File: config.mk
export PLATFORM = sky130hd
export DESIGN_NAME = seg_display_scanner
export DESIGN_NICKNAME = d
export VERILOG_FILES = /design/src/rtl/seg_pkg.sv /design/src/rtl/seg_hex_decoder.sv /design/src/rtl/seg_display_scanner.sv
export SDC_FILE = /design/constraint.sdc
export NUM_CORES = 1
export LEC_CHECK = 0
export CORE_MARGIN = 5
export CORE_UTILIZATION = 50
export CTS_BUF_LIST = sky130_fd_sc_hd__clkbuf_4
export DETAILED_ROUTE_END_ITERATION = 10
export PLACE_DENSITY = 0.71
export SETUP_SLACK_MARGIN = 0.02
export SLEW_MARGIN = 20
export SYNTH_ARGS = -nofsm -noshare
export SYNTH_HDL_FRONTEND = slang
export SYNTH_SLANG_ARGS = --single-unit
export TNS_END_PERCENT = 1
File: constraint.sdc
create_clock -name clk -period 5.8 [get_ports clk]
set_input_delay 1.16 -clock clk [delete_from_list [all_inputs] [get_ports clk]]
set_output_delay 1.16 -clock clk [all_outputs]
set_load 0.05 [all_outputs]
File: src/rtl/seg_pkg.sv
// Shared types and constants for the multiplexed seven-segment display path.
// Segment patterns are active-low {g,f,e,d,c,b,a}.
package seg_pkg;

    localparam logic [6:0] SEG_BLANK = 7'h7F;

    // Entry 15 first: F E d C b A 9 8 7 6 5 4 3 2 1 0
    localparam logic [15:0][6:0] HEX_TO_SEG = {
        7'h0E, 7'h06, 7'h21, 7'h46, 7'h03, 7'h08, 7'h10, 7'h00,
        7'h78, 7'h02, 7'h12, 7'h19, 7'h30, 7'h24, 7'h79, 7'h40
    };

    typedef struct packed {
        logic [3:0] value;
        logic       dp;
        logic       blank;
        logic       blink;
    } digit_attr_t;

endpackage

File: src/rtl/seg_hex_decoder.sv
// Combinational hex nibble to active-low seven-segment pattern.
module seg_hex_decoder
    import seg_pkg::*;
(
    input  logic [3:0] value,
    output logic [6:0] seg_c
);

    assign seg_c = HEX_TO_SEG[value];

endmodule

File: src/rtl/seg_display_scanner.sv
// Multiplexed common-anode seven-segment scanner with per-digit dp, blank, blink,
// leading-zero blanking and frame-synchronous (tear-free) display update.
module seg_display_scanner
    import seg_pkg::*;
#(
    parameter int unsigned NUM_DIGITS   = 4,
    parameter int unsigned REFRESH_DIV  = 100000,
    parameter int unsigned BLINK_FRAMES = 64
) (
    input  logic                    clk,
    input  logic                    reset,
    input  logic [4*NUM_DIGITS-1:0] digits_in,
    input  logic [NUM_DIGITS-1:0]   dp_in,
    input  logic [NUM_DIGITS-1:0]   blank_in,
    input  logic [NUM_DIGITS-1:0]   blink_in,
    input  logic                    lz_blank_en,
    input  logic                    load,
    output logic [NUM_DIGITS-1:0]   an,
    output logic [6:0]              seg,
    output logic                    dp,
    output logic                    frame_tick
);

    localparam int unsigned SLOT_W = (REFRESH_DIV > 1) ? $clog2(REFRESH_DIV) : 1;
    localparam int unsigned IDX_W  = (NUM_DIGITS > 1) ? $clog2(NUM_DIGITS) : 1;
    localparam int unsigned BLK_W  = (BLINK_FRAMES > 1) ? $clog2(BLINK_FRAMES) : 1;

    logic [SLOT_W-1:0] slot_cnt;
    logic [IDX_W-1:0]  idx;
    logic [BLK_W-1:0]  blink_cnt;
    logic              blink_phase;
    logic              pending;
    logic              slot_end;
    logic              frame_end;
    logic              blink_wrap;

    digit_attr_t [NUM_DIGITS-1:0] in_attr;
    digit_attr_t [NUM_DIGITS-1:0] stage_attr;
    digit_attr_t [NUM_DIGITS-1:0] disp_attr;
    logic                         stage_lz;
    logic                         disp_lz;

    digit_attr_t           cur;
    logic [NUM_DIGITS-1:0] zero_from;
    logic                  lzb;
    logic [6:0]            hex_seg;
    logic [NUM_DIGITS-1:0] an_nxt;
    logic [6:0]            seg_nxt;
    logic                  dp_nxt;

    assign slot_end   = (slot_cnt == SLOT_W'(REFRESH_DIV - 1));
    assign frame_end  = slot_end && (idx == IDX_W'(NUM_DIGITS - 1));
    assign blink_wrap = (blink_cnt == BLK_W'(BLINK_FRAMES - 1));

    always_comb begin
        for (int i = 0; i < int'(NUM_DIGITS); i++) begin
            in_attr[i].value = digits_in[4*i +: 4];
            in_attr[i].dp    = dp_in[i];
            in_attr[i].blank = blank_in[i];
            in_attr[i].blink = blink_in[i];
        end
    end

    // Slot timer, scan index and blink phase; frame boundary is the index wrap.
    always_ff @(posedge clk or posedge reset) begin
        if (reset) begin
            slot_cnt    <= '0;
            idx         <= '0;
            blink_cnt   <= '0;
            blink_phase <= 1'b0;
        end else begin
            slot_cnt <= slot_end ? '0 : slot_cnt + SLOT_W'(1);
            if (slot_end) begin
                idx <= frame_end ? '0 : idx + IDX_W'(1);
            end
            if (frame_end) begin
                blink_cnt <= blink_wrap ? '0 : blink_cnt + BLK_W'(1);
                if (blink_wrap) begin
                    blink_phase <= ~blink_phase;
                end
            end
        end
    end

    // Display registers change only at a frame boundary so a frame never mixes data.
    always_ff @(posedge clk or posedge reset) begin
        if (reset) begin
            stage_attr <= '0;
            stage_lz   <= 1'b0;
            disp_attr  <= '0;
            disp_lz    <= 1'b0;
            pending    <= 1'b0;
        end else begin
            if (load) begin
                stage_attr <= in_attr;
                stage_lz   <= lz_blank_en;
            end
            if (frame_end && load) begin
                disp_attr <= in_attr;
                disp_lz   <= lz_blank_en;
                pending   <= 1'b0;
            end else if (frame_end && pending) begin
                disp_attr <= stage_attr;
                disp_lz   <= stage_lz;
                pending   <= 1'b0;
            end else if (load) begin
                pending <= 1'b1;
            end
        end
    end

    // zero_from[i]: digit values i and above are all zero.
    always_comb begin : zero_scan
        logic all_zero;
        all_zero  = 1'b1;
        zero_from = '0;
        for (int i = int'(NUM_DIGITS) - 1; i >= 0; i--) begin
            all_zero     = all_zero && (disp_attr[i].value == 4'h0);
            zero_from[i] = all_zero;
        end
    end

    always_comb begin
        cur = disp_attr[idx];
        lzb = disp_lz && (idx != '0) && zero_from[idx];
    end

    seg_hex_decoder u_hex (
        .value (cur.value),
        .seg_c (hex_seg)
    );

    always_comb begin
        an_nxt  = '1;
        seg_nxt = SEG_BLANK;
        dp_nxt  = 1'b1;
        if (!(cur.blank || (cur.blink && blink_phase))) begin
            an_nxt = ~(NUM_DIGITS'(1) << idx);
            dp_nxt = ~cur.dp;
            if (!lzb) begin
                seg_nxt = hex_seg;
            end
        end
    end

    always_ff @(posedge clk or posedge reset) begin
        if (reset) begin
            an         <= '1;
            seg        <= SEG_BLANK;
            dp         <= 1'b1;
            frame_tick <= 1'b0;
        end else begin
            an         <= an_nxt;
            seg        <= seg_nxt;
            dp         <= dp_nxt;
            frame_tick <= frame_end;
        end
    end

endmodule

---- Yosys cells after proc, flatten, opt, wreduce, memory -nomap -nowiden ----
Memory sizes are Yosys's and may differ from the RTL's.
Cells that the tools add are included.
storage, ports and cells
  bits in registers ....................... 98
  bits in latches ......................... 0
  bits in writable memories ............... 0
  memory bits (read-only) ................. 112
  input bits .............................. 32
  output and inout bits ................... 13
  word-level logic and storage cells ...... 93
  memories ................................ 1
operators by class
  add/subtract/negate cells ............... 3
  multipliers ............................. 0
  div/mod/pow operators ................... 0
  order comparisons ....................... 2
  equality and inequality tests ........... 3
  shift operators ......................... 1
  mux-type cells .......................... 19
  bitwise gates (word level) .............. 3
  reduce and logical (&&, ||, !) cells .... 18
memory list
  name              words  width  read ports  clocked after memory_dff  wr ports  line                  source
  (name not given)  16     7      1           0                         0         seg_hex_decoder.sv:9  assign seg_c = HEX_TO_SEG[value];
operators with widths
  kind                     count
  $mux W28                 2
  $mux W7                  4
  $add A17 B1 Y17 const B  1
  $eq A17 B17 Y1 const B   1
  $mux W17                 1
  $logic_not A4 Y1         4
  $bmux W7 S2              1
  $logic_and A1 B1 Y1      9
  $mux W1                  7
  $add A6 B1 Y6 const B    1
  $eq A6 B6 Y1 const B     1
  $mux W6                  1
  $lt A4 B5 Y1 const B     1
  $mux W4                  1
  $not A4 Y4               1
  $reduce_bool A2 Y1       2
  $shl A1 B2 Y4 const A    1
  $lt A2 B3 Y1 const B     1
  $reduce_bool A3 Y1       1
  $add A2 B1 Y2 const B    1
  $bmux W1 S2              1
  $eq A2 B2 Y1 const B     1
  $mux W2                  1
  $not A1 Y1               2
  other kinds (2)          2

---- Logic depth before layout (Yosys ltp) ----
  word-level depth ........................ 9
  mapped depth ............................ 9
  mapped depth without buffers ............ 7

---- By module ----
A second synthesis with hierarchy kept.
unflattened totals
  cell total of the unflattened synthesis .. 384
  area total of the unflattened synthesis .. 4767.1 um^2
by module, submodules not included
  module               instances  cells an instance  area each (um^2)  seq. area each (um^2)
  seg_display_scanner  1          353                4514.3            2467.4
  seg_hex_decoder      1          31                 252.7             0.0

---- Worst setup path before layout ----
No wires, ideal clock.
  path type ............................... input port to flip-flop
  start point ............................. input load
  end point ............................... register stage_attr[21] in the netlist's numbering
  setup time .............................. 0.125 ns
  arrival time ............................ 2.181 ns
  required time ........................... 5.675 ns
  path slack .............................. 3.495 ns
  cell stages on the path ................. 3
  buffers on the path ..................... 2
  cell sequence ........................... clkbuf_1 > clkbuf_1 > mux2_2
RTL lines
  item                  line                       source
  from (decl)           seg_display_scanner.sv:17  input logic load,
  to (signal assigned)  seg_display_scanner.sv:95  stage_attr <= in_attr;
  to (decl)             seg_display_scanner.sv:38  digit_attr_t [NUM_DIGITS-1:0] stage_attr;
No word-level cell between the ends.

---- Final worst setup path ----
  start point ............................. register an[1]
  end point ............................... output an[1]
RTL lines
  item                    line                        source
  from (decl)             seg_display_scanner.sv:18   output logic [NUM_DIGITS-1:0] an,
  from (signal assigned)  seg_display_scanner.sv:153  an <= an_nxt;
No word-level cell between the ends.

==> impl_metrics.yaml <==
placed_design:
  dp.final_hpwl_mm: 6.45
  place_inst: 631
  place.port_buffers: 44
  gpl.final_weighted_congestion: 0.779
sta:
  tns_ns: 0
  timing.slew.headroom_pct: 30.4
  highest_clock_rate_ghz: 0.339
  timing.final.crit_period_ns: 2.95
  number_of_slew_limit_violations_in_the_final_report: 0
  skew_ns: 0.0258
  max_slew.worst_pin.slew_ns: 1.04
  fin_crit_sh_pct: 50.8
  finalHoldViolCount: 0
  rsz_0062_raised_after_global_routing: "false"
  finalSetupViolCount: 0
cells_and_area:
  layoutNonFillerInstCount: 647
  area_delta_synth_final_pct: 12.4
  antenna_cells: 0
  nFillCells: 865
  net_count_reported_at_finish: 553
  drive_above_1_share_pct: 16.1
route:
  drt_iter0_drc: 143
  wl_per_cell_um: 14.7
  drt_pre_antenna_iters: 4
  route.vias.total: 3447
  antenna_violating_nets_left: 0
  remaining_drc_errors: 0
  route.final.wire_length_mm: 9.51
  via_cell_ratio: 5.33
global_routing:
  wire_length_of_the_first_global_routing_pass_mm: 16.4
  gr-total-overflow: 0
  first_global_vias: 3500
  grt_antenna_before_repair: 0
  grt_max_degree: 56
  global_route.usage.total_pct: 17.4
worst_setup_path:
  critical_path.endpoint_type: "output port"
  cp.required_ns: 4.64
  ordered_cell_list_for_the_critical_path: "clkdlybuf4s50_1"
  worst-endpoint-arrival_ns: 1.79
  critical_path_class: "flop to output port"
  critical_path_peak_fanout: 1
  crit_family: "buffers and inverters"
  buf_inv_stages_crit_path: 1
  critical_path.slowest_cell: "sky130_fd_sc_hd__clkdlybuf4s50_1"
  timing.critical_path.slowest_cell_delay_ns: 0.79
  cp-start-kind: "flop"
floorplanning:
  floorplan.die_area_um2: 11800
  floorplan.die.width_um: 109
  starting_density_of_the_core_pct: 50.4
  rows: 36
  die_h_um: 109
  fp.coreArea_um2: 9640
  top_level_ports: 45
synth:
  synth.most_common_cell: "sky130_fd_sc_hd__nor2_1"
  synth-async-reset-ratio_pct: 100
  synth_area_um2: 4860
  post_synth_num_cell_types: 50
  syn-mean-instance-area_um2: 10.2
  net_count_after_synthesis: 521
  syn_inst: 477
  netlist_top_cells_area: "sky130_fd_sc_hd__dfrtp_1 (44%), sky130_fd_sc_hd__nor2_1 (7.4%), sky130_fd_sc_hd__dfstp_2 (6.5%), sky130_fd_sc_hd__mux2_2 (4.9%), sky130_fd_sc_hd__nor3_2 (3.3%)"
  yosys_warnings: 0
  synth_enable_flop_cells: 0
  seq_area_frac_synth_pct: 50.8
  synth.ff_latch_count: 98
  yosys-top-cells-count: "sky130_fd_sc_hd__nor2_1 (96), sky130_fd_sc_hd__dfrtp_1 (86), sky130_fd_sc_hd__nand2_1 (36), sky130_fd_sc_hd__o21ai_0 (27), sky130_fd_sc_hd__a21oi_1 (24)"
  synth_top_area_share_pct: 44.3
  dominantRegCellSynth: "sky130_fd_sc_hd__dfrtp_1"
  synth_largest_area_cell: "sky130_fd_sc_hd__dfrtp_1"
clocking:
  tritoncts.num_buffers: 9
  cts_tree: "done"
  clock_root_buffer: "sky130_fd_sc_hd__clkbuf_4"
  postCtsSetupBuffers: 0
  cts.clk_slew.worst_paths_ns: 0.16
  cts.sink_count: 98
  cts.htree.levels: 3
  cts.hold.buffers_added: 0
  post_cts_resize_count: 0
  cts_buffer_depth: 2
  insertion_delay_ns: 0.45
job:
  maxCapViolCount: 0
pwr:
  vdd_ir_drop_max_mv: 0.104
  p_per_area_nw_per_um2: 232
  power.static_leakage_uw: 0.00230
status:
  status: "finished clean"
worst_hold_path:
  classification_of_the_worst_slack_hold_path: "flop to flop"
[report_power, final]
part           switching, µW  total (µW)  internal (µW)  leakage (µW)
combinational           89.2         163           74.2       0.00103
clock                    226         353            127     0.0000706
sequential              22.1         750            728       0.00120
[path summary, 6_finish.rpt]
check,end,from,cells after the start,slack (ns)
worst max-delay path,an[1],an[1]$_DFF_PP1_,1,2.85
worst min-delay path,blink_cnt[5]$_DFFE_PP0P_,blink_cnt[5]$_DFFE_PP0P_,1,0.49
worst max register to register,blink_cnt[4]$_DFFE_PP0P_,slot_cnt[0]$_DFF_PP0_,8,3.03
worst min register to register,blink_cnt[5]$_DFFE_PP0P_,blink_cnt[5]$_DFFE_PP0P_,1,0.49
max in group asynchronous,seg[2]$_DFF_PP1_,reset,3,3.51
min in group asynchronous,stage_attr[12]$_DFFE_PP0P_,reset,2,1.21
[cells by family (layout without fill, tap and decap cells)]
kind of cell               Yosys count  count (layout)  synth area share, %
DFF                                 98              98                 50.8
muxes                               30              30                 8.42
adders and majority gates           12              12                 3.09
xor gates and xnor gates            18              18                 3.24
AOI/OAI and AO/OA                   73              73                 8.96
buffers and inverters               44              81                 4.48
and+or+nand+nor                    202             202                 21.0
[stage by stage]
| step | worst slack (ns) | hold WS (ns) | power (µW) | utilization [%] | cell area (µm²) |
|---|---|---|---|---|---|
| after floorplan | 2.10 | 0.438 | 869 | - | 4860 |
| after global placement | 2.95 | 0.465 | 924 | 55.4 | 5340 |
| after detailed placement | 2.92 | 0.475 | 928 | 55.4 | 5340 |
| after CTS | 2.82 | 0.495 | 1280 | 56.7 | 5460 |
| after global routing | 2.78 | 0.518 | 1330 | 56.7 | 5460 |
| final | 2.85 | 0.491 | 1270 | 56.7 | 5460 |
[metal layers]
layer  vias up  track usage [%]  routed length [µm]
li1       1692                -                   -
met1      1687             23.4                4420
met2        64             28.4                4650
met3         4             4.12                 364
met4         0             4.51                  80
met5         -                0                   0
[state kept, by name (all words and copies together) (netlist names), 2 cells and up]
signal and count:
disp_attr 28, stage_attr 28, slot_cnt 17, seg 7
blink_cnt 6, an 4, idx 2
[placed cells by master (no fill, tap or decap), types with 12 or more instances in the layout]
master / n
sky130_fd_sc_hd__dfrtp_1: 86
sky130_fd_sc_hd__nand3_1: 20
sky130_fd_sc_hd__nand2_1: 36
sky130_fd_sc_hd__mux2_2: 21
sky130_fd_sc_hd__xnor2_1: 13
sky130_fd_sc_hd__a21oi_1: 24
sky130_fd_sc_hd__o21ai_0: 27
sky130_fd_sc_hd__inv_1: 16
sky130_fd_sc_hd__ha_1: 12
sky130_fd_sc_hd__nor2_1: 96
sky130_fd_sc_hd__clkdlybuf4s50_1: 43
sky130_fd_sc_hd__dfstp_2: 12
sky130_fd_sc_hd__nor3_2: 16
[final cells by class]
type / count / area, µm² / share of cell area [%]
inverter: 18 / 70.1 / 1.28
clock inverter: 7 / 60.1 / 1.10
clock buffer: 9 / 67.6 / 1.24
tap: 133 / 166 / 3.05
sequential: 98 / 2470 / 45.2
multi-input combinational: 335 / 2170 / 39.8
timing repair buffer: 47 / 458 / 8.38
Note: power is estimated with default switching activity, not from simulation.
